`config.mk`:
```
export PLATFORM = sky130hd
export DESIGN_NAME = cache_req_ctrl_flat
export DESIGN_NICKNAME = d
export VERILOG_FILES = /design/src/rtl/cache_pkg.sv /design/src/rtl/cache_req_ctrl_if.sv /design/src/rtl/cache_req_ctrl_rr_arb2.sv /design/src/rtl/cache_req_ctrl.sv /design/src/flat_wrapper.sv
export SDC_FILE = /design/constraint.sdc
export NUM_CORES = 1
export LEC_CHECK = 0
export CAP_MARGIN = 10
export CORE_ASPECT_RATIO = 0.7
export CORE_MARGIN = 2
export CORE_UTILIZATION = 40
export CTS_BUF_LIST = sky130_fd_sc_hd__clkbuf_8
export DETAILED_ROUTE_END_ITERATION = 8
export GPL_TIMING_DRIVEN = 1
export PLACE_DENSITY = 0.78
export SETUP_SLACK_MARGIN = 0.15
export SLEW_MARGIN = 25
export SYNTH_ARGS = -nofsm -noshare
export SYNTH_HDL_FRONTEND = slang
export SYNTH_SLANG_ARGS = --single-unit
```
`constraint.sdc`:
```
create_clock -name clk -period 2.1 [get_ports clk]
set_input_delay 0.42 -clock clk [delete_from_list [all_inputs] [get_ports clk]]
set_output_delay 0.42 -clock clk [all_outputs]
set_load 0.02 [all_outputs]
```
`src/rtl/cache_pkg.sv`:
```
// Shared definitions for the cache request controller slice.
// Holds default bus widths, the controller state encoding and the
// saturating increment used by the hit/miss statistic counters.
package cache_pkg;

  localparam int DEF_ADDR_W = 8;
  localparam int DEF_DATA_W = 8;

  typedef enum logic [2:0] {
    IDLE     = 3'd0,
    LOOKUP   = 3'd1,
    MISS_REQ = 3'd2,
    FILL     = 3'd3,
    RESP     = 3'd4
  } state_t;

  // Increment that sticks at the all-ones value of a 'width'-bit counter.
  // Works on a wide carrier so one function serves any counter width;
  // callers cast the result back down to their own width.
  function automatic logic [63:0] sat_inc(input logic [63:0] val, input int width);
    logic [63:0] max_val;
    max_val = (width >= 64) ? '1 : ((64'd1 << width) - 64'd1);
    return (val >= max_val) ? max_val : (val + 64'd1);
  endfunction

endpackage

```
`src/rtl/cache_req_ctrl_if.sv`:
```
// Bus bundle between the cache request controller and its environment.
// Carries the two requester channels, the cache lookup/fill port and the
// backing-memory req/ack port.
//   master : controller side (drives lookup, fill, mem_req, responses)
//   slave  : environment side (requesters, cache array, backing memory)
interface cache_req_ctrl_if #(
  parameter int ADDR_W = 8,
  parameter int DATA_W = 8
);
  // requester channels
  logic [1:0]          req;
  logic [2*ADDR_W-1:0] req_addr;
  logic [1:0]          rsp_valid;
  logic [DATA_W-1:0]   rsp_data;
  // cache port
  logic [ADDR_W-1:0]   cache_addr;
  logic                cache_lookup;
  logic                cache_hit;
  logic [DATA_W-1:0]   cache_rdata;
  logic                cache_victim;
  logic                cache_fill_en;
  logic                cache_fill_way;
  logic [DATA_W-1:0]   cache_fill_data;
  // backing memory port
  logic                mem_req;
  logic [ADDR_W-1:0]   mem_addr;
  logic                mem_ack;
  logic [DATA_W-1:0]   mem_rdata;

  modport master (
    input  req, req_addr, cache_hit, cache_rdata, cache_victim, mem_ack, mem_rdata,
    output rsp_valid, rsp_data, cache_addr, cache_lookup, cache_fill_en,
           cache_fill_way, cache_fill_data, mem_req, mem_addr
  );

  modport slave (
    output req, req_addr, cache_hit, cache_rdata, cache_victim, mem_ack, mem_rdata,
    input  rsp_valid, rsp_data, cache_addr, cache_lookup, cache_fill_en,
           cache_fill_way, cache_fill_data, mem_req, mem_addr
  );
endinterface

```
`src/rtl/cache_req_ctrl_rr_arb2.sv`:
```
// Two-input round-robin arbiter.
// Ports:
//   clk, rst    : clock, synchronous active-high reset
//   req[1:0]    : request vector
//   advance     : commit the current grant (updates last-grant history)
//   gnt_onehot  : combinational one-hot grant, zero when no request
// After reset requester 0 wins the first contested round.
module rr_arb2 (
  input  logic       clk,
  input  logic       rst,
  input  logic [1:0] req,
  input  logic       advance,
  output logic [1:0] gnt_onehot
);

  logic last_grant_reg;

  always_comb begin
    gnt_onehot = 2'b00;
    case (req)
      2'b01:   gnt_onehot = 2'b01;
      2'b10:   gnt_onehot = 2'b10;
      // contested: the requester that did not win last time goes first
      2'b11:   gnt_onehot = last_grant_reg ? 2'b01 : 2'b10;
      default: gnt_onehot = 2'b00;
    endcase
  end

  always_ff @(posedge clk) begin
    if (rst) begin
      last_grant_reg <= 1'b1;
    end else if (advance && (|req)) begin
      last_grant_reg <= gnt_onehot[1];
    end
  end

endmodule

```
`src/rtl/cache_req_ctrl.sv`:
```
// Front-end controller for the 2-way set-associative cache.
// Arbitrates two requesters onto the single lookup port, sequences miss
// refills from backing memory and writes them into the victim way, returns
// read data to the granted requester and counts hits/misses (saturating).
// Ports:
//   clk, rst           : clock, synchronous active-high reset
//   bus (master)       : requester, cache and memory signals
//   hit_cnt, miss_cnt  : saturating statistic counters
module cache_req_ctrl
  import cache_pkg::*;
#(
  parameter int ADDR_W = DEF_ADDR_W,
  parameter int DATA_W = DEF_DATA_W,
  parameter int CNT_W  = 16
) (
  input  logic                 clk,
  input  logic                 rst,
  cache_req_ctrl_if.master     bus,
  output logic [CNT_W-1:0]     hit_cnt,
  output logic [CNT_W-1:0]     miss_cnt
);

  state_t              state_reg;
  logic                gnt_reg;
  logic [ADDR_W-1:0]   addr_reg;
  logic                victim_reg;
  logic [DATA_W-1:0]   data_reg;
  logic                mem_req_reg;
  logic                fill_en_reg;
  logic [1:0]          rsp_valid_reg;
  logic [CNT_W-1:0]    hit_cnt_reg;
  logic [CNT_W-1:0]    miss_cnt_reg;

  logic [1:0]          gnt_onehot;
  logic                gnt_idx;
  logic                arb_advance;
  logic [ADDR_W-1:0]   req_addr_arr [2];
  logic [ADDR_W-1:0]   sel_addr;

  genvar gi;
  generate
    for (gi = 0; gi < 2; gi++) begin : g_addr_split
      assign req_addr_arr[gi] = bus.req_addr[gi*ADDR_W +: ADDR_W];
    end
  endgenerate

  // A grant is taken only from IDLE and never while reset is held, so the
  // lookup strobe stays low during reset.
  assign arb_advance = (state_reg == IDLE) && (|bus.req) && !rst;

  rr_arb2 u_arb (
    .clk        (clk),
    .rst        (rst),
    .req        (bus.req),
    .advance    (arb_advance),
    .gnt_onehot (gnt_onehot)
  );

  // The grant is one-hot, so bit 1 alone names the winner; bit 0 is folded
  // in so an illegal 2'b11 can never select requester 1.
  assign gnt_idx  = gnt_onehot[1] & ~gnt_onehot[0];
  assign sel_addr = req_addr_arr[gnt_idx];

  // The lookup is issued in the grant cycle itself so the cache answers in
  // LOOKUP; the fill reuses the same address lines from the latched copy.
  assign bus.cache_lookup    = arb_advance;
  assign bus.cache_addr      = arb_advance ? sel_addr : addr_reg;
  assign bus.cache_fill_en   = fill_en_reg;
  assign bus.cache_fill_way  = victim_reg;
  assign bus.cache_fill_data = data_reg;
  assign bus.mem_req         = mem_req_reg;
  assign bus.mem_addr        = addr_reg;
  assign bus.rsp_valid       = rsp_valid_reg;
  assign bus.rsp_data        = data_reg;
  assign hit_cnt             = hit_cnt_reg;
  assign miss_cnt            = miss_cnt_reg;

  always_ff @(posedge clk) begin
    if (rst) begin
      state_reg     <= IDLE;
      gnt_reg       <= 1'b0;
      addr_reg      <= '0;
      victim_reg    <= 1'b0;
      data_reg      <= '0;
      mem_req_reg   <= 1'b0;
      fill_en_reg   <= 1'b0;
      rsp_valid_reg <= 2'b00;
      hit_cnt_reg   <= '0;
      miss_cnt_reg  <= '0;
    end else begin
      // single-cycle strobes default low
      fill_en_reg   <= 1'b0;
      rsp_valid_reg <= 2'b00;
      case (state_reg)
        IDLE: begin
          if (arb_advance) begin
            gnt_reg   <= gnt_idx;
            addr_reg  <= sel_addr;
            state_reg <= LOOKUP;
          end
        end
        LOOKUP: begin
          if (bus.cache_hit) begin
            data_reg      <= bus.cache_rdata;
            hit_cnt_reg   <= CNT_W'(sat_inc(64'(hit_cnt_reg), CNT_W));
            rsp_valid_reg <= gnt_reg ? 2'b10 : 2'b01;
            state_reg     <= RESP;
          end else begin
            victim_reg    <= bus.cache_victim;
            miss_cnt_reg  <= CNT_W'(sat_inc(64'(miss_cnt_reg), CNT_W));
            mem_req_reg   <= 1'b1;
            state_reg     <= MISS_REQ;
          end
        end
        MISS_REQ: begin
          // an ack in the very first mem_req cycle is accepted here too
          if (bus.mem_ack) begin
            data_reg    <= bus.mem_rdata;
            mem_req_reg <= 1'b0;
            fill_en_reg <= 1'b1;
            state_reg   <= FILL;
          end
        end
        FILL: begin
          rsp_valid_reg <= gnt_reg ? 2'b10 : 2'b01;
          state_reg     <= RESP;
        end
        RESP: begin
          state_reg <= IDLE;
        end
        default: begin
          state_reg <= IDLE;
        end
      endcase
    end
  end

  // The granted requester must keep req high until it has been answered.
  a_req_held: assert property (@(posedge clk) disable iff (rst)
    (state_reg inside {LOOKUP, MISS_REQ, FILL}) |-> bus.req[gnt_reg]);

  a_rsp_onehot: assert property (@(posedge clk) disable iff (rst)
    $onehot0(rsp_valid_reg));

  a_lookup_fill_excl: assert property (@(posedge clk) disable iff (rst)
    !(bus.cache_lookup && bus.cache_fill_en));

endmodule

```
`src/flat_wrapper.sv`:
```
// flat-port wrapper written by rule: the top's interface ports become plain ports
module cache_req_ctrl_flat import cache_pkg::*;
#(
  parameter int ADDR_W = DEF_ADDR_W,
  parameter int DATA_W = DEF_DATA_W,
  parameter int CNT_W  = 16
)
  (clk, rst, hit_cnt, miss_cnt, bus_req, bus_req_addr, bus_cache_hit, bus_cache_rdata, bus_cache_victim, bus_mem_ack, bus_mem_rdata, bus_rsp_valid, bus_rsp_data, bus_cache_addr, bus_cache_lookup, bus_cache_fill_en, bus_cache_fill_way, bus_cache_fill_data, bus_mem_req, bus_mem_addr);
  cache_req_ctrl_if #(.ADDR_W(ADDR_W), .DATA_W(DATA_W)) bus_i ();
  input  logic clk;
  input  logic rst;
  output logic [CNT_W-1:0] hit_cnt;
  output logic [CNT_W-1:0] miss_cnt;
  input wire logic [$bits(bus_i.req)-1:0] bus_req;
  input wire logic [$bits(bus_i.req_addr)-1:0] bus_req_addr;
  input wire logic [$bits(bus_i.cache_hit)-1:0] bus_cache_hit;
  input wire logic [$bits(bus_i.cache_rdata)-1:0] bus_cache_rdata;
  input wire logic [$bits(bus_i.cache_victim)-1:0] bus_cache_victim;
  input wire logic [$bits(bus_i.mem_ack)-1:0] bus_mem_ack;
  input wire logic [$bits(bus_i.mem_rdata)-1:0] bus_mem_rdata;
  output wire logic [$bits(bus_i.rsp_valid)-1:0] bus_rsp_valid;
  output wire logic [$bits(bus_i.rsp_data)-1:0] bus_rsp_data;
  output wire logic [$bits(bus_i.cache_addr)-1:0] bus_cache_addr;
  output wire logic [$bits(bus_i.cache_lookup)-1:0] bus_cache_lookup;
  output wire logic [$bits(bus_i.cache_fill_en)-1:0] bus_cache_fill_en;
  output wire logic [$bits(bus_i.cache_fill_way)-1:0] bus_cache_fill_way;
  output wire logic [$bits(bus_i.cache_fill_data)-1:0] bus_cache_fill_data;
  output wire logic [$bits(bus_i.mem_req)-1:0] bus_mem_req;
  output wire logic [$bits(bus_i.mem_addr)-1:0] bus_mem_addr;
  assign bus_i.req = bus_req;
  assign bus_i.req_addr = bus_req_addr;
  assign bus_i.cache_hit = bus_cache_hit;
  assign bus_i.cache_rdata = bus_cache_rdata;
  assign bus_i.cache_victim = bus_cache_victim;
  assign bus_i.mem_ack = bus_mem_ack;
  assign bus_i.mem_rdata = bus_mem_rdata;
  assign bus_rsp_valid = bus_i.rsp_valid;
  assign bus_rsp_data = bus_i.rsp_data;
  assign bus_cache_addr = bus_i.cache_addr;
  assign bus_cache_lookup = bus_i.cache_lookup;
  assign bus_cache_fill_en = bus_i.cache_fill_en;
  assign bus_cache_fill_way = bus_i.cache_fill_way;
  assign bus_cache_fill_data = bus_i.cache_fill_data;
  assign bus_mem_req = bus_i.mem_req;
  assign bus_mem_addr = bus_i.mem_addr;
  cache_req_ctrl #(.ADDR_W(ADDR_W), .DATA_W(DATA_W), .CNT_W(CNT_W)) u_core (.clk(clk), .rst(rst), .bus(bus_i), .hit_cnt(hit_cnt), .miss_cnt(miss_cnt));
endmodule
```
Word level (Yosys, flattened, before mapping). Cells that the tools add are included.

Register bits: 58. Output and inout port bits: 70.

$add $sub $neg: 2. $lt $le $gt $ge: 3. Equal/unequal tests: 10. Muxes and demuxes: 22. Bitwise operators: 5. Reductions and logical operators: 14.

Operator list (count): $mux W8 (6); $add A16 B1 Y16 const B (2); $ge A16 B16 Y1 const B (2); $mux W16 (2); $pmux W8 S2 (1); $pmux W3 S4 (1); $mux W3 (3); $ne A2 B2 Y1 const B (4); $reduce_and A2 Y1 (4); $eq A3 B2 Y1 const B (2); $mux W2 (3); $pmux W2 S3 (1); $reduce_and A3 Y1 (2); $eq A2 B2 Y1 const B (2); $pmux W2 S2 (1); $reduce_or A2 Y1 (2); $eq A3 B1 Y1 const B (1); $logic_and A1 B1 Y1 (3); $logic_not A3 Y1 (1); $mux W1 (3); $not A1 Y1 (3); $eq A2 B1 Y1 const B (1); $ge A2 B2 Y1 const B (1); $not A1 Y2 (1); 4 further kinds (4).

Longest topological paths before layout.
Depth in word-level cells: 9. Gate-level depth with buffers: 7. Gate-level depth less buffers: 5.

Hierarchy. Synthesis repeated with hierarchy kept, for this count alone.

Cell total of the unflattened synthesis: 335. Area total of the unflattened synthesis: 2881.5 um^2.

Modules (own cells, without submodules): cache_req_ctrl (times used 1, cells an instance 328, area an instance 2820.2 um^2, seq. area each 1141.1 um^2); rr_arb2 (times used 1, cells an instance 7, area an instance 61.3 um^2, seq. area each 20.0 um^2).

Worst setup path before layout. Ideal clock, no wire load.

Kind: flip-flop to output port. From: reg u_core.state_reg[2]. To: out bus_cache_addr[4]. Arrival: 1.796 ns. Setup slack: -0.116 ns. Cell stages (with the launch flop): 7. Cells stage by stage: dfxtp_1 > buf_6 > nor3_1 > nor3b_2 > clkbuf_1 > nor2_1 > a21oi_1.

Word-level cells in the longest chain between the ends: 4.

Ends and longest elaborated chain: from (decl) (RTL line cache_req_ctrl.sv:23) `state_t state_reg;`; from (signal assigned) (RTL line cache_req_ctrl.sv:80) `state_reg <= IDLE;`; from (signal assigned) (RTL line cache_req_ctrl.sv:99) `state_reg <= LOOKUP;`; from (signal assigned) (RTL line cache_req_ctrl.sv:107) `state_reg <= RESP;`; $logic_not A3 Y1 (RTL line cache_req_ctrl.sv:49) `assign arb_advance = (state_reg == IDLE) && (|bus.req) && !rst;`; $logic_and A1 B1 Y1 (2 in series) (RTL line cache_req_ctrl.sv:49); $mux W8; to (decl) (RTL line flat_wrapper.sv:23) `output wire logic [$bits(bus_i.cache_addr)-1:0] bus_cache_addr;`.

No other way between the ends.

Worst setup path after layout.
From: reg u_core.state_reg[2]. To: out bus_cache_addr[0].

Same word-level chain as after synthesis.

==> impl_summary.md <==
Job
The max capacitance violation total is 0.

Die
The die covers 0.00750 mm^2. Measured along the y axis, the die boundary spans 73.0 um. The number of top-level pins is approximately 110. The die is slightly above 100 um wide. Once the floorplan was initialized, standard cells occupied 40.9% of the core. The number of rows in the core area is 25.

After floorplanning, the core was sized to cover 0.00666 mm^2.

Worst setup path
The top fanout value on the critical path is 6. Setup slack on the worst reg-to-reg path comes out at 0.05 ns. On the critical path, the stage with the largest delay is an instance of dfxtp_2. The cell family contributing the most delay on the critical path is simple AND/OR/NAND/NOR gates. The critical path startpoint category is a register. The category of the critical setup timing path is reg2out.

At the worst endpoint, the arrival time is 1.73 ns. The required time at the worst-slack endpoint is 1.68 ns. The type of destination of the critical path is an output port.

The number of buffer and inverter instances along the worst setup path is 3. In this design, the stage delay of the slowest critical-path cell is 0.33 ns. Walking the worst path, the cells encountered are nor3_4, nor3b_4, buf_6, buf_12, nor2_2, a21oi_2, buf_4.

STA
The highest clock rate is 0.464 GHz. The final worst slack is -0.0547 ns. Setup repair after global routing could not meet its margin everywhere. The count of final max-slew check failures came to 0.

The final-layout setup total negative slack is -0.385 ns. The part of the cycle the worst path needs is 103%. The transition time of the tightest slew-check pin is 0.607 ns. The count of final hold-check violations is 0. Across the routed clock network, the largest skew measured is 0.00868 ns. The relative slew slack is 59.5%.

Setup violations remaining at the end of the flow were counted as 8. Subtracting the final worst setup slack from the clock period gives 2.15 ns.

Global route
The global-route wire length before repair is approximately 13000 um. The number of global-route vias before repair is 2786. The initial antenna violation count was 0. Across every metal layer, demand over resource in global routing totals approximately 22%.

Entering global routing, the biggest net connects 57 pins. The total overflow left after global routing is 0.

Cells and area
The post-layout instance count excluding filler cells is around 550. The layout net count is 496. Relative to the synthesized area, the layout overhead comes to 70.9%. The number of antenna diodes in the final layout is 0. The layout cell share with drive strength beyond 1 is 24.3%.

Synthesis
The synthesized netlist contains 43 unique library cells. The number of instances in the synthesized netlist is ~310. The sequential element share of the synthesized area is 42.6%. For this run, asynchronously set or reset flops after synthesis account for 0%. The net count after synthesis is roughly 350. In this run the mean area of a mapped cell was 8.76 um^2. The most area-hungry cell type in the Yosys netlist is dfxtp_1. The summed instance area of the synthesized netlist is 0.00272 mm^2. The Yosys step of the flow raised 0 warnings.

The total of flip-flops plus latches after synthesis is 58. After synthesis, the cell types taking the most area are dfxtp_1 43%, a21oi_1 5.9%, mux2i_1 5.9%. The area share of the largest cell type after synthesis is 42.6%. The prevailing post-synth register cell is dfxtp_1. Yosys mapped a number of flops with a built-in enable equal to 0.

Worst hold path
The path category of the worst min-delay check is reg2reg.

Placed design
Timing analysis after detailed placement gives a worst setup slack of -0.732 ns. The congestion estimate from routability-driven global placement came to about 0.84. The number of cells in the design after placement is 522. Buffers placed on the I/O ports in this run total 108. The total half-perimeter wirelength after legalization and detailed placement is roughly 5600 um.

Routing
After detailed routing, the number of remaining DRC violations is 0. The detailed router placed 2932 vias in this run. Dividing the detail-routed wire length by the instance count gives 15.3 um. The count of routing violations after the opening detailed-route iteration is approximately 110. The remaining number of nets flagged by the antenna check after routing is 0. For this block, the routed nets add up to 8500 um of wire. The detail-routed via count per cell is 5.29. The detailed-routing iteration count for the pre-antenna-repair pass is 5.

Clock tree
For this design, the sink count on the clock tree is 58. The hold buffer count at cts is 0. The maximum level of the CTS H-tree is 3.

The tree is rooted in a clkbuf_8. Buffers inserted during clock tree synthesis total 9. No sink is reached through more buffers than the 2 on the longest clock path. The clock latency at the later pin of the worst-skew pair is 0.33 ns. The clock transition time at the flip-flop clock pins of the worst setup and hold paths is 0.07 ns. TritonCTS built the clock tree.

Pwr
The design draws 2.90 mW. For this design the static power due to leakage is 1.72 nW. The highest ir drop seen on vdd is 0.393 mV. The power density over the cells is 622 mW/mm^2.

Outcome
The final reports fail on negative setup slack. The run finished, with violations left.
-- routing by layer --
metal / GRT usage [%] / vias to the layer above / routed length (um)
met1: 28.1 / 1369 / 3700
met4: 7.70 / 0 / 153
li1: - / 1438 / -
met2: 35.9 / 107 / 4130
met3: 7.95 / 18 / 516
met5: 0 / - / 0
-- kinds of logic (layout without fill, tap and decap cells) --
| group | Yosys count | count (layout) | share of synthesized area (%) |
|---|---|---|---|
| and+or+nand+nor | 117 | 117 | 23.3 |
| xor gates and xnor gates | 16 | 16 | 5.14 |
| AOI/OAI and AO/OA | 73 | 73 | 16.6 |
| buffers and inverters | 29 | 178 | 5.47 |
| muxes | 16 | 16 | 5.88 |
| DFF | 58 | 58 | 42.6 |
| adders and majority gates | 2 | 2 | 0.919 |
-- cells in the mapped netlist (all sizes together), types with 3 or more instances --
cell type  instances
nand3             10
dfxtp             58
nor4               9
xor2               8
nand4             13
inv                5
xnor2              8
nand2             18
a21oi             32
a211oi            20
buf               13
a31oi              9
and3               5
nor3               5
mux2i             16
and2               3
nor2              34
clkbuf            11
or3                4
o21ai              5
-- layout make-up --
| class | count | area, um^2 |
|---|---|---|
| Clock buffer | 10 | 138 |
| Clock inverter | 6 | 65.1 |
| Fill cell | 531 | 2010 |
| Inverter | 5 | 18.8 |
| Multi-Input combinational cell | 224 | 1590 |
| Sequential cell | 58 | 1170 |
| Tap cell | 94 | 118 |
| Timing Repair Buffer | 157 | 1550 |
-- worst register-to-register path, cell delays in order (launching register included) --
cell and delay, ns:
dfxtp_4 0.36, buf_8 0.13, or4b_4 0.57, or4_4 0.47, or3_4 0.33, a31oi_1 0.12
-- through the flow --
stage	util [%]	hold slack [ns]	instance area, um^2
4_1_cts	67.0	0.461	4460
5_1_grt	69.9	0.473	4650
2_1_floorplan	-	0.406	2750
6_report	69.9	0.456	4650
3_3_place_gp	61.1	0.435	4070
3_5_place_dp	61.1	0.441	4070
-- cell usage in the layout (no fill, tap or decap), types with 2 or more instances in the layout --
master           synthesis  routed
o21ai_1                  0       2
nor2_1                  34      24
and3_1                   5       5
inv_1                    5       5
a21oi_1                 32      24
a211oi_1                20      20
mux2i_1                 16      16
buf_4                    8      39
buf_16                   0       2
ha_1                     2       2
buf_8                    0       2
nor3_1                   5       3
buf_6                    1      13
nand3_1                 10      10
and2_1                   3       2
dfxtp_1                 58      55
a21oi_2                  0       8
a31o_2                   2       2
nor4_1                   9       6
dlygate4sd2_1            0       3
nor2_2                   0       6
a31oi_1                  9       9
nor2_4                   0       4
clkdlybuf4s50_1          0      94
nand4_1                 13      13
xnor2_1                  8       8
nor4b_1                  2       2
nor4_4                   0       3
xor2_1                   8       8
o21ai_0                  5       3
or3_1                    4       3
nand4bb_1                2       2
clkinv_2                 0       2
and4_1                   2       2
clkbuf_8                 0      10
or4b_4                   1       2
nand2_1                 18      18
nor3_4                   0       2
dfxtp_2                  0       2
-- what timing repair did --
action                                  in CTS  in global routing
pin swaps                                    6                 12
endpoints found under the setup margin      21                 23
resized for setup                           78                 31
setup buffers                                8                  5
gates cloned                                 2                  1
-- final timing paths --
kind	depth (start not counted)	to	from
worst max-delay path	7	bus_cache_addr[0]	u_core.state_reg[2]
worst min-delay path	1	u_core.bus.rsp_valid[0]	u_core.gnt_reg
worst max register to register	5	u_core.miss_cnt[11]	u_core.state_reg[1]
worst min register to register	1	u_core.bus.rsp_valid[0]	u_core.gnt_reg
-- where the power goes --
group	internal (mW)	switching [mW]	leakage, nW
clock network	0.581	0.460	0.103
registers	1.14	0.0363	0.472
logic	0.367	0.310	1.14
Note: power is estimated with default switching activity, not from simulation.
